### src/rtl/cache_pkg.sv
// Shared types and sizes for the cache miss-service engine.
package cache_pkg;

  localparam int unsigned LINE_W = 128;
  localparam int unsigned BEAT_W = 16;
  localparam int unsigned BEATS  = 8;
  localparam int unsigned CNT_W  = 3;

  typedef enum logic [2:0] {
    IDLE,
    EV_RD,
    EV_CAP,
    EV_CMD,
    EV_DAT,
    FL_CMD,
    FL_DAT,
    FL_WR
  } mover_state_t;

endpackage

### src/rtl/cache_line_shift_reg.sv
// One-line staging register: parallel load, or shift right by one beat with a new high beat.
module cache_line_shift_reg
  import cache_pkg::*;
(
  input  logic              clk,
  input  logic              rst,
  input  logic              load,
  input  logic [LINE_W-1:0] load_line,
  input  logic              shift,
  input  logic [BEAT_W-1:0] shift_in,
  output logic [LINE_W-1:0] line
);

  logic [LINE_W-1:0] line_q;
  logic [LINE_W-1:0] line_d;

  always_comb begin
    line_d = line_q;
    if (load) begin
      line_d = load_line;
    end else if (shift) begin
      line_d = {shift_in, line_q[LINE_W-1:BEAT_W]};
    end
  end

  always_ff @(posedge clk or posedge rst) begin
    if (rst) begin
      line_q <= '0;
    end else begin
      line_q <= line_d;
    end
  end

  assign line = line_q;

endmodule

### src/rtl/cache_line_mover.sv
// Miss-service engine: optional dirty-victim eviction to DRAM, 8-beat line fill,
// then a single full-line write into cache_data.
module cache_line_mover
  import cache_pkg::*;
#(
  parameter int unsigned TAG_W = 16,
  parameter int unsigned SEG_W = 9,
  parameter int unsigned WAY_W = 2
) (
  input  logic                   main_clk,
  input  logic                   main_reset,
  input  logic                   req_valid,
  output logic                   req_ready,
  input  logic [SEG_W-1:0]       req_segment,
  input  logic [WAY_W-1:0]       req_way,
  input  logic                   req_dirty,
  input  logic [TAG_W-1:0]       req_victim_tag,
  input  logic [TAG_W-1:0]       req_fill_tag,
  output logic [SEG_W-1:0]       cache_target_segment,
  output logic [WAY_W-1:0]       cache_target_way,
  output logic                   cache_do_full_write,
  output logic [LINE_W-1:0]      cache_raw_in,
  input  logic [LINE_W-1:0]      cache_raw_out,
  output logic                   dram_cmd_valid,
  input  logic                   dram_cmd_ready,
  output logic                   dram_cmd_write,
  output logic [TAG_W+SEG_W-1:0] dram_cmd_addr,
  output logic                   dram_wdata_valid,
  input  logic                   dram_wdata_ready,
  output logic [BEAT_W-1:0]      dram_wdata,
  input  logic                   dram_rdata_valid,
  input  logic [BEAT_W-1:0]      dram_rdata,
  output logic                   done
);

  localparam int unsigned ADDR_W = TAG_W + SEG_W;
  localparam logic [CNT_W-1:0] LAST_BEAT = CNT_W'(BEATS - 1);

  mover_state_t      state_q, state_d;
  logic [SEG_W-1:0]  seg_q, seg_d;
  logic [WAY_W-1:0]  way_q, way_d;
  logic [TAG_W-1:0]  victim_q, victim_d;
  logic [TAG_W-1:0]  fill_q, fill_d;
  logic [CNT_W-1:0]  cnt_q, cnt_d;

  logic              req_ready_q, req_ready_d;
  logic              cmd_valid_q, cmd_valid_d;
  logic              cmd_write_q, cmd_write_d;
  logic [ADDR_W-1:0] cmd_addr_q, cmd_addr_d;
  logic              wvalid_q, wvalid_d;
  logic              full_write_q, full_write_d;
  logic              done_q, done_d;
  logic [SEG_W-1:0]  tgt_seg_q, tgt_seg_d;
  logic [WAY_W-1:0]  tgt_way_q, tgt_way_d;

  logic              line_load;
  logic              line_shift;
  logic [BEAT_W-1:0] line_shift_in;
  logic [LINE_W-1:0] line;

  cache_line_shift_reg u_line (
    .clk       (main_clk),
    .rst       (main_reset),
    .load      (line_load),
    .load_line (cache_raw_out),
    .shift     (line_shift),
    .shift_in  (line_shift_in),
    .line      (line)
  );

  // Next state, request capture and line-register control.
  always_comb begin
    state_d       = state_q;
    seg_d         = seg_q;
    way_d         = way_q;
    victim_d      = victim_q;
    fill_d        = fill_q;
    cnt_d         = cnt_q;
    line_load     = 1'b0;
    line_shift    = 1'b0;
    line_shift_in = '0;

    unique case (state_q)
      IDLE: begin
        if (req_valid) begin
          seg_d    = req_segment;
          way_d    = req_way;
          victim_d = req_victim_tag;
          fill_d   = req_fill_tag;
          state_d  = req_dirty ? EV_RD : FL_CMD;
        end
      end
      EV_RD:  state_d = EV_CAP;
      EV_CAP: begin
        line_load = 1'b1;
        state_d   = EV_CMD;
      end
      EV_CMD: if (dram_cmd_ready) state_d = EV_DAT;
      EV_DAT: begin
        if (dram_wdata_ready) begin
          line_shift = 1'b1;
          cnt_d      = cnt_q + 1'b1;
          if (cnt_q == LAST_BEAT) state_d = FL_CMD;
        end
      end
      FL_CMD: if (dram_cmd_ready) state_d = FL_DAT;
      FL_DAT: begin
        if (dram_rdata_valid) begin
          line_shift    = 1'b1;
          line_shift_in = dram_rdata;
          cnt_d         = cnt_q + 1'b1;
          if (cnt_q == LAST_BEAT) state_d = FL_WR;
        end
      end
      FL_WR:   state_d = IDLE;
      default: state_d = IDLE;
    endcase
  end

  // Outputs are registered from the state being entered, so they line up with state_q.
  always_comb begin
    req_ready_d  = (state_d == IDLE);
    cmd_valid_d  = (state_d == EV_CMD) || (state_d == FL_CMD);
    cmd_write_d  = (state_d == EV_CMD);
    cmd_addr_d   = '0;
    if (state_d == EV_CMD) cmd_addr_d = {victim_d, seg_d};
    if (state_d == FL_CMD) cmd_addr_d = {fill_d, seg_d};
    wvalid_d     = (state_d == EV_DAT);
    full_write_d = (state_d == FL_WR);
    done_d       = (state_d == FL_WR);
    tgt_seg_d    = (state_d != IDLE) ? seg_d : '0;
    tgt_way_d    = (state_d != IDLE) ? way_d : '0;
  end

  always_ff @(posedge main_clk or posedge main_reset) begin
    if (main_reset) begin
      state_q      <= IDLE;
      seg_q        <= '0;
      way_q        <= '0;
      victim_q     <= '0;
      fill_q       <= '0;
      cnt_q        <= '0;
      req_ready_q  <= 1'b1;
      cmd_valid_q  <= 1'b0;
      cmd_write_q  <= 1'b0;
      cmd_addr_q   <= '0;
      wvalid_q     <= 1'b0;
      full_write_q <= 1'b0;
      done_q       <= 1'b0;
      tgt_seg_q    <= '0;
      tgt_way_q    <= '0;
    end else begin
      state_q      <= state_d;
      seg_q        <= seg_d;
      way_q        <= way_d;
      victim_q     <= victim_d;
      fill_q       <= fill_d;
      cnt_q        <= cnt_d;
      req_ready_q  <= req_ready_d;
      cmd_valid_q  <= cmd_valid_d;
      cmd_write_q  <= cmd_write_d;
      cmd_addr_q   <= cmd_addr_d;
      wvalid_q     <= wvalid_d;
      full_write_q <= full_write_d;
      done_q       <= done_d;
      tgt_seg_q    <= tgt_seg_d;
      tgt_way_q    <= tgt_way_d;
    end
  end

  assign req_ready            = req_ready_q;
  assign cache_target_segment = tgt_seg_q;
  assign cache_target_way     = tgt_way_q;
  assign cache_do_full_write  = full_write_q;
  assign cache_raw_in         = line;
  assign dram_cmd_valid       = cmd_valid_q;
  assign dram_cmd_write       = cmd_write_q;
  assign dram_cmd_addr        = cmd_addr_q;
  assign dram_wdata_valid     = wvalid_q;
  assign dram_wdata           = line[BEAT_W-1:0];
  assign done                 = done_q;

endmodule

### config.mk
export PLATFORM = sky130hd
export DESIGN_NAME = cache_line_mover
export DESIGN_NICKNAME = d
export VERILOG_FILES = /design/src/rtl/cache_pkg.sv /design/src/rtl/cache_line_shift_reg.sv /design/src/rtl/cache_line_mover.sv
export SDC_FILE = /design/constraint.sdc
export NUM_CORES = 1
export LEC_CHECK = 0
export BUFFER_PORTS_ARGS = -buffer_cell sky130_fd_sc_hd__buf_2
export CORE_UTILIZATION = 41
export DETAILED_ROUTE_END_ITERATION = 10
export PLACE_DENSITY_LB_ADDON = 0.05
export SLEW_MARGIN = 20
export SYNTH_ARGS = -nofsm -noshare
export SYNTH_HDL_FRONTEND = slang
export SYNTH_HIERARCHICAL = 1
export SYNTH_SLANG_ARGS = --single-unit
### constraint.sdc
create_clock -name main_clk -period 6.95 [get_ports main_clk]
set_clock_uncertainty 0.2 [all_clocks]
set_input_delay 1.7375 -clock main_clk [delete_from_list [all_inputs] [get_ports main_clk]]
set_output_delay 1.7375 -clock main_clk [all_outputs]
set_load 0.1 [all_outputs]
[Word level (Yosys, flattened, before mapping)]
Index checks and enable logic that the tools add are counted.
Word-level totals
  ROM bits: 0
  output and inout bits: 186
  bits in latches: 0
  bits in registers: 218
  bits in writable memories: 0
  input bits: 194
  memories kept: 0
Operators by class
  bitwise logic cells: 0
  order comparisons: 0
  equal/unequal tests: 14
  divide/modulo/power cells: 0
  multipliers: 0
  reduce and logical (&&, ||, !) cells: 7
  mux-type cells: 32
  shift-type cells: 0
  add/subtract/negate cells: 1
Operator list (number)
  $mux 128: 2
  $mux 16: 6
  $mux 25: 2
  $mux 3: 10
  $mux 9: 3
  $eq 3x3->1 const B: 8
  $pmux 3 s8: 1
  $eq 3x2->1 const B: 3
  $logic_not 3->1: 2
  $mux 2: 3
  $pmux 3 s2: 1
  $ne 2x2->1 const B: 2
  $reduce_bool 2->1: 2
  $add 3x1->3 const B: 1
  $eq 3x1->1 const B: 1
  $mux 1: 3
  $reduce_and 3->1: 1
  $reduce_bool 3->1: 1
  $pmux 1 s2: 1
  $logic_or 1x1->1: 1

[Logic depth before layout (Yosys ltp)]
Gate-level depths: netlist of the first run.
  word-level depth: 7
  mapped depth: 7
  gate-level depth less buffers: 6

[By module]
The synthesis of the first run kept the hierarchy.
By module, submodules not included
  cache_line_shift_reg: cells an instance 555, instances 1, area an instance 5952.0 um^2, sequential area each 3203.1 um^2
  cache_line_mover: cells an instance 279, instances 1, area an instance 3719.8 um^2, sequential area each 2253.4 um^2

[Worst setup path after synthesis of the first run]
No wires, ideal clock.
  path type: register to output
  start point: reg u_line.line_q[0] (netlist: u_line/line[0])
  end point: out dram_wdata[0]
  path buffers: 1
  arrival: 1339 ps
  stages on the path, launching flop included: 2
  slack: 3673 ps
  cells stage by stage: dfrtp_1 buf_4
RTL lines
  start, declared: RTL line cache_line_shift_reg.sv:14  | logic [LINE_W-1:0] line_q;
  start signal, assigned: RTL line cache_line_shift_reg.sv:30  | line_q <= line_d;
  end, declared: RTL line cache_line_mover.sv:30  | output logic [BEAT_W-1:0] dram_wdata,
No word-level cell between the ends.

[Final worst setup path of the first run]
  start point: in req_valid
  end point: reg tgt_way_q[1] (netlist: cache_target_way[1])
On the way
  word-level cells in the longest chain between the ends: 4
  elaborated cells on any way between the ends: 6
  those cells by class: mux (5); reduce/logical (1)
Ends and longest elaborated chain
  start, declared: RTL line cache_line_mover.sv:12  | input logic req_valid,
  $mux 3: RTL line cache_line_mover.sv:85  | if (req_valid) begin
  $pmux 3 s8: RTL line cache_line_mover.sv:83  | unique case (state_q)
  $reduce_bool 3->1: RTL line cache_line_mover.sv:132  | tgt_way_d = (state_d != IDLE) ? way_d : '0;
  $mux 2 (*): RTL line cache_line_mover.sv:132
  named net tgt_way_d[1]: RTL line cache_line_mover.sv:54  | logic [WAY_W-1:0] tgt_way_q, tgt_way_d;
  end signal, assigned: RTL line cache_line_mover.sv:167  | tgt_way_q <= tgt_way_d;
  end, declared: RTL line cache_line_mover.sv:54
The timed path passes the listed nets; every way through them passes the cells marked *.
A chain may end at the register's enable or synchronous reset.

==> results of run 1 <==
-- placed cells by master (no fill, tap or decap), types with 2 or more instances in the layout --
cell and n:
mux2_1 13, mux2_2 23, clkbuf_1 4, nand3_1 16, dfrtp_1 217, diode_2 4, buf_2 379, o21ai_0 8
a21oi_1 9, clkbuf_16 25, o21ai_1 119, and2_1 17, bufinv_16 4, clkinv_2 7, clkbuf_8 4, ha_1 2
inv_1 12, buf_12 2, mux2i_1 138, o2bb2ai_1 16, nor2_4 2, nor2b_1 2, buf_4 4, nand2b_1 3
nand2_1 131, inv_6 2, nor2_1 11
-- cell type report --
cell class,instances,share of cell area [%]
antenna,4,0.0809
clock buffer,33,5.63
clock inverter,12,1.38
inverter,15,0.506
multi-input combinational,527,29.2
sequential,218,44.1
tap,313,3.17
timing repair buffer,385,15.9
-- routing by layer --
metal,GRT usage (%),vias up
li1,-,3530
met1,25.7,3457
met2,36.7,225
met3,7.28,38
met4,5.00,4
met5,0,-
-- final timing paths --
check,to,startpoint
worst max-delay path,cache_target_way[1],req_valid
worst min-delay path,cnt_q[0],cnt_q[0]
worst max register to register,cache_target_way[1],state_q[0]
worst min register to register,cnt_q[0],cnt_q[0]
max in group asynchronous,u_line/line[26],main_reset
min in group asynchronous,u_line/line[14],main_reset
-- logic make-up (layout without fill, tap and decap cells) --
logic type	count (synthesis)	count (layout)	synth area share, %
other	0	4	0
adder cells (fa/ha/maj)	2	2	0.259
buffers and inverters	89	445	6.38
AO/OA/AOI/OAI	159	159	9.51
AND/OR/NAND/NOR	191	191	8.87
flip-flops	218	218	56.4
XOR/XNOR	1	1	0.0906
multiplexers	174	174	18.5
-- flip-flops by register name (all words and copies together) (netlist names) --
name,flops
way_q,2
dram_wdata_valid,1
cnt_q,3
u_line/line,128
dram_cmd_addr,25
victim_q,16
req_ready,1
dram_cmd_write,1
done,1
dram_cmd_valid,1
cache_target_way,2
seg_q,9
state_q,3
cache_target_segment,9
fill_q,16
-- critical path: cells and delay by family --
kind,cells,cell delay [ns]
AND/OR/NAND/NOR,3,1.36
AO/OA/AOI/OAI,1,0.50
buffers and inverters,1,0.11
-- per-stage QoR --
stage | hold WS (ns) | worst slack (ns)
after CTS | 0.280 | 3.36
after global routing | 0.300 | 3.19
after global placement | 0.263 | 2.87
final | 0.278 | 3.40
after detailed placement | 0.271 | 2.80
after floorplan | 0.248 | 1.60
==> impl_results.md, run 1 <==
* Synth warn at 6
* Reg-to-reg slack, setup at 3.87 ns
* CTS tree: done
* Placed instance area at 11,500 µm²
* Final core occ at 54.0%
* Routed met1 length at 10.8 mm
* Placed instance count at 1,458
* Yosys top cell by area: dfrtp_1
* Num CTS Buffers at 25
* Iter 0 DRT Violations at 335
* Post-synth top cells: dfrtp_1, mux2i_1, nand2_1
* Worst-path cell chain: buf_2 > or4b_1 > o2111ai_2 > nor4_2 > nor2b_1
* Clk Tree Root Cell: clkbuf_16
* PostCTS Resize Cnt at 0
* Pins Over Slew Limit at 0
* CTS clock-pin slew for the worst setup and hold paths at 0.06 ns
* Routed wl met3 at 2.31 mm
* WS Path Type: in -> reg
* Post-layout nets at 1,368
* Worst Setup End Kind: register
* EDFF count, synth at 0
* Max-slew headroom at the worst pin at 28.4%
* Die Height at 156 µm
* Top FF cell, synth: dfrtp_1
* Max Fclk at 282 MHz
* Multi-input gate area at 3610 µm²
* Slowest-stage cell, CP: nor4_2
* Synth Register Bits at 218
* Largest net degree at the start of global routing at 257
* Mapped Area at 9670 µm²
* WL/cell at 17.7 µm
* Final period util at 51.1%
* # clock sinks at 218
* # IOs at 380
* Fin. Hold Viols at 0
* HPWL Detailed at 18.4 mm
* Setup TNS at 0 ns
* Post-CTS setup buffer count at 0
* CP startpoint kind: input pin
* Synthesis-to-finish area growth at 27.9%
* Clk Latency, worst-skew pair at 0.52 ns
* Avg Vias per Cell at 4.81
* Final setup viols at 0
* Metal2 WL at 13.1 mm
* Layout cells sized above 1 at 38.9%
* Worst Path Arrival at 3.71 ns
* CP max FO at 21
* RSZ-0062 raised after global routing: no
* Status: finished clean
* Worst-margin pin slew at 1.07 ns
* Max-Cap Viols at 0
* Synth top area share at 56.1%
* Initial core utilization at 42.2%
* Synth Instances at 834
* 1st-pass router iterations at 4
* Filler instances at 2,172
* Number of global-route vias before repair at 7,018
* Die Wd at 156 µm
* H-Tree Depth at 1
* Hold depth at 1
* Worst reg-to-reg path cell count at 4
* ANT nets after route at 0
* IO buf count at 379
* Std cell rows at 55
* Hold-fix buffers, CTS at 0
* Req. time, crit path at 7.11 ns
* First-pass GRT wire length at 40.2 mm
* Design area at 12,400 µm²
* Synthesized Nets at 1,030
* Final GP Congestion at 0.813
* DR DRC count at 0
* Core box area at 22,900 µm²
* Synth top area cells: dfrtp_1, mux2i_1, o21ai_1
* Class of the worst hold path: reg -> reg
* Most common cell in the netlist: dfrtp_1
* Library cells used by synthesis at 41
* Synth async-reset ratio at 100%
* Sequential share of the synthesized area at 56.4%
* Clock Path Buffers at 3
* Syn avg cell area at 11.6 µm²
* Uppermost routed layer: met5
* Vias after detailed routing at 7,254
* Die Area at 24,200 µm²
* Critical Path Max Stage Delay at 1.09 ns
* Reg area at 5460 µm²
* Total GRT Usage at 21.3%
* Post-Route WL at 26.7 mm
* Total grt overflow at 0
* Non-filler cells, final at 1,507
* Crit path time final at 3.55 ns
* Initial antenna violation count at 7
Power of run 1 is left out: the tool's default activity adds up to more than one toggle a clock period on the data nets, which glitch-free logic cannot reach.
==> run 2: changes to the inputs <==
Clock period 6.95 ns to 3.4 ns, I/O delays scaled along.
==> impl_results.md, run 2 (synthesized netlist as in run 1, its figures left out) <==
* Status: finished clean
* ANT nets after route at 0 (unchanged)
* Slowest-stage cell, CP: dfrtp_1
* Critical path's top delay family: flip-flops
* Std cell rows at 55 (unchanged)
* Crit path time final at 2.52 ns
* Vias after detailed routing at 7,392 (+1.9%)
* # clock sinks at 218 (unchanged)
* Clk Tree Root Cell: clkbuf_16
* Die Wd at 156 µm (unchanged)
* Iter 0 DRT Violations at 437 (+30%)
* Max-Cap Viols at 0 (unchanged)
* H-Tree Depth at 1 (unchanged)
* Worst Path Arrival at 1.47 ns (-2.24 ns)
* CP startpoint kind: register
* Layout cells sized above 1 at 39.4% (+0.51 points)
* RSZ-0062 raised after global routing: no
* IO buf count at 379 (unchanged)
* Worst-margin pin slew at 0.741 ns (-0.333 ns)
* Fin. Hold Viols at 0 (unchanged)
* PostCTS Resize Cnt at 0 (unchanged)
* Total GRT Usage at 21.8% (+0.49 points)
* Clock Path Buffers at 3 (unchanged)
* Most frequent cells in the layout: buf_2, dfrtp_1, mux2i_1, nand2_1, o21ai_1
* Number of global-route vias before repair at 7,148 (+1.9%)
* # IOs at 380 (unchanged)
* Hold-fix buffers, CTS at 0 (unchanged)
* Reg area at 5460 µm² (unchanged)
* Final GP Congestion at 0.802 (-1.3%)
* Filler instances at 2,166 (-0.28%)
* Class of the worst hold path: in -> async
* Worst reg-to-reg path cell count at 5 (+1)
* Final worst slack at 0.879 ns (-2.52 ns)
* Reg2reg end: cache_target_segment[8]
* Final setup viols at 0 (unchanged)
* Place WS at 0.630 ns (-2.17 ns)
* Critical Path Max Stage Delay at 0.48 ns (-0.61 ns)
* CP max FO at 3 (-86%)
* Final period util at 74.1%
* Max FFs per register at 128 (unchanged)
* Max-slew headroom at the worst pin at 50.5% (+22 points)
* DR DRC count at 0 (unchanged)
* Initial antenna violation count at 10 (+3)
* HPWL Detailed at 19.5 mm (+6.0%)
* Synthesis-to-finish area growth at 29.0%
* Initial core utilization at 42.2% (unchanged)
* CTS clock-pin slew for the worst setup and hold paths at 0.06 ns (about the same)
* Core box area at 22,900 µm² (unchanged)
* Post-CTS setup buffer count at 0 (unchanged)
* Reg-to-reg critical path startpoint: state_q[0]
* CTS tree: done
* Worst-path cell chain: buf_2
* Reg-to-reg slack, setup at 1.02 ns (-2.85 ns)
* Pins Over Slew Limit at 0 (unchanged)
* Max Fclk at 397 MHz
* First-pass GRT wire length at 41.1 mm (+2.4%)
* 1st-pass router iterations at 5 (+1)
* Most common cell after layout, fill and taps aside: buf_2
* Worst Setup End Kind: primary output
* Num CTS Buffers at 24 (-4.0%)
* WS Path Type: reg -> out
* WL/cell at 17.7 µm (+0.14%)
* Multi-input gate area at 3630 µm² (+0.38%)
* Post-Route WL at 27.0 mm (+1.0%)
* CP bufs+invs at 1 (unchanged)
* Die Area at 24,200 µm² (unchanged)
* Setup TNS at 0 ns (unchanged)
* Req. time, crit path at 2.35 ns (-4.76 ns)
* Total grt overflow at 0 (unchanged)
* Die Height at 156 µm (unchanged)
* Avg Vias per Cell at 4.86 (+1.0%)
* Clk Latency, worst-skew pair at 0.53 ns (about the same)
* Post-layout nets at 1,381 (+0.95%)
* Largest net degree at the start of global routing at 71 (-72%)
## run 2: cell count changes in the layout (fill, tap and decap cells not counted), sizes merged
cell and change:
buf +14, bufinv -3, clkinvlp +2, diode +3
inv -3
## run 2: cell type report
class / count / share of cell area (%)
Antenna cell: 7 / 0.140
Multi-Input combinational cell: 527 / 29.1
Timing Repair Buffer: 399 / 17.4
Inverter: 15 / 0.491
Clock inverter: 8 / 0.632
Sequential cell: 218 / 43.7
Clock buffer: 33 / 5.40
Tap cell: 313 / 3.14
## run 2: per-layer routing
metal | share of wire [%] | vias up | GRT usage, %
li1 | - | 3564 | -
met1 | 41 | 3546 | 27.4
met2 | 49 | 238 | 36.2
met3 | 7.8 | 40 | 6.56
met4 | 2.1 | 4 | 6.77
met5 | 0.078 | - | 0
## run 2: worst max path at each step
stage	endpoint	slack, ns	start	cells past startpoint
floorplan	cache_target_segment[0]	0.02	main_reset	1
global placement	cache_target_segment[2]	0.67	req_valid	6
detailed placement	cache_target_segment[1]	0.63	req_valid	6
CTS	cache_target_way[1]	0.74	state_q[0]	5
global route	cache_target_segment[5]	0.82	state_q[0]	5
finish	cache_raw_in[59]	0.88	u_line/line[59]	1
## run 2: metrics by stage
stage	hold WS (ns)	cell area, µm²	utilization (%)	cells
floorplan	0.248	9680	-	834
global placement	0.268	11700	51.0	1472
detailed placement	0.270	11700	51.0	1472
CTS	0.106	12500	54.3	1513
global route	0.122	12500	54.4	1519
finish	0.120	12500	54.5	1520
Power of run 2 is left out for the same reason.
==> run 3: changes to the inputs <==
Clock period 3.4 ns to 2.55 ns, I/O delays scaled along.
==> impl_results.md, run 3 (synthesized netlist as in run 1, its figures left out) <==
* H-Tree Depth at 1 (unchanged)
* Most common cell after layout, fill and taps aside: buf_2
* Post-layout nets at 1,386 (+0.36%)
* Reg-to-reg critical path startpoint: state_q[2]
* Avg Vias per Cell at 4.85 (-0.34%)
* DR DRC count at 0 (unchanged)
* First-pass GRT wire length at 41.4 mm (+0.52%)
* # clock sinks at 218 (unchanged)
* Status: finished clean
* Final setup viols at 0 (unchanged)
* Total grt overflow at 0 (unchanged)
* Max Fclk at 439 MHz
* Class of the worst hold path: in -> async
* Req. time, crit path at 1.71 ns (-0.64 ns)
* Clock Path Buffers at 3 (unchanged)
* Largest net degree at the start of global routing at 116 (+63%)
* Die Height at 156 µm (unchanged)
* Initial core utilization at 42.2% (unchanged)
* IO buf count at 379 (unchanged)
* Initial antenna violation count at 7 (-3)
* Max-Cap Viols at 0 (unchanged)
* RSZ-0062 raised after global routing: no
* Critical Path Max Stage Delay at 0.48 ns (about the same)
* Die Area at 24,200 µm² (unchanged)
* Fin. Hold Viols at 0 (unchanged)
* Hold-fix buffers, CTS at 0 (unchanged)
* Critical path's top delay family: buffers and inverters
* Worst Setup End Kind: primary output
* Clk Latency, worst-skew pair at 0.51 ns (-0.02 ns)
* Pins Over Slew Limit at 0 (unchanged)
* Post-CTS setup buffer count at 0 (unchanged)
* Worst-path cell chain: buf_2
* Clk Tree Root Cell: clkbuf_16
* Setup crit start: u_line/line[59]
* CP max FO at 3 (unchanged)
* CTS clock-pin slew for the worst setup and hold paths at 0.06 ns (about the same)
* # IOs at 380 (unchanged)
* Total GRT Usage at 22.1% (+0.24 points)
* Setup TNS at 0 ns (unchanged)
* Final period util at 89.4%
* Max-slew headroom at the worst pin at 58.2% (+7.6 points)
* Die Wd at 156 µm (unchanged)
* Crit path time final at 2.28 ns
* Worst-margin pin slew at 0.626 ns (-0.115 ns)
* WL/cell at 17.8 µm (+0.49%)
* Max FFs per register at 128 (unchanged)
* PostCTS Resize Cnt at 0 (unchanged)
* Post-Route WL at 27.2 mm (+0.76%)
* Number of global-route vias before repair at 7,426 (+3.9%)
* Core box area at 22,900 µm² (unchanged)
* WS Path Type: reg -> out
* Final GP Congestion at 0.821 (+2.4%)
* Vias after detailed routing at 7,386 (-0.081%)
* Iter 0 DRT Violations at 377 (-14%)
* CTS tree: done
* Most frequent cells in the layout: buf_2, dfrtp_1, mux2i_1, nand2_1, o21ai_1
* Num CTS Buffers at 24 (unchanged)
* Synthesis-to-finish area growth at 29.3%
* CP bufs+invs at 1 (unchanged)
* Worst Path Arrival at 1.44 ns (-0.03 ns)
* CP startpoint kind: register
* HPWL Detailed at 19.8 mm (+1.7%)
* Std cell rows at 55 (unchanged)
* Slowest-stage cell, CP: buf_2
* Layout cells sized above 1 at 39.0% (-0.39 points)
* ANT nets after route at 0 (unchanged)
* 1st-pass router iterations at 6 (+1)
[run 3: changes by cell type in the layout (fill, tap and decap cells not counted), moves of 2 or more]
cell / before / now
buf_4: 10 / 13
buf_12: 10 / 12
clkbuf_1: 5 / 13
diode_2: 7 / 4
clkinv_2: 6 / 1
[run 3: final cells by class]
type / instances / area [µm²]
fillers: 2128 / 10400
flip-flops and latches: 218 / 5460
multi-input cells: 527 / 3610
repair buffers: 404 / 2230
clock buffers: 42 / 729
well taps: 313 / 392
inverters: 15 / 63.8
diodes: 4 / 10.0
clock inverters: 1 / 5.00
[run 3: metrics by stage]
stage	util, %	std cells	hold slack, ns	cell area [µm²]	setup slack, ns
finish	54.6	1524	0.0467	12500	0.272
global route	54.5	1522	0.0758	12500	0.222
CTS	54.5	1520	0.0463	12500	0.237
detailed placement	51.3	1477	0.268	11800	0.273
global placement	51.3	1477	0.266	11800	0.299
floorplan	-	834	0.248	9680	0.131
[run 3: final timing paths]
check                      slack, ns                to  cells past startpoint
setup / recovery                0.27  cache_raw_in[59]                      1
hold / removal                  0.05        fill_q[10]                      2
setup reg to reg                0.32  u_line/line[127]                      5
hold reg to reg                 0.27          cnt_q[0]                      1
max in group asynchronous       1.48         req_ready                      3
min in group main_clk           0.14   u_line/line[62]                      3
[run 3: routing by layer]
metal / global-route usage [%] / vias to the layer above / part of all wire [%]
li1: - / 3571 / -
met1: 26.4 / 3525 / 40
met2: 39.1 / 243 / 50
met3: 6.36 / 41 / 7.7
met4: 5.00 / 6 / 2.0
met5: 0 / - / 0.14
Power of run 3 is left out for the same reason.
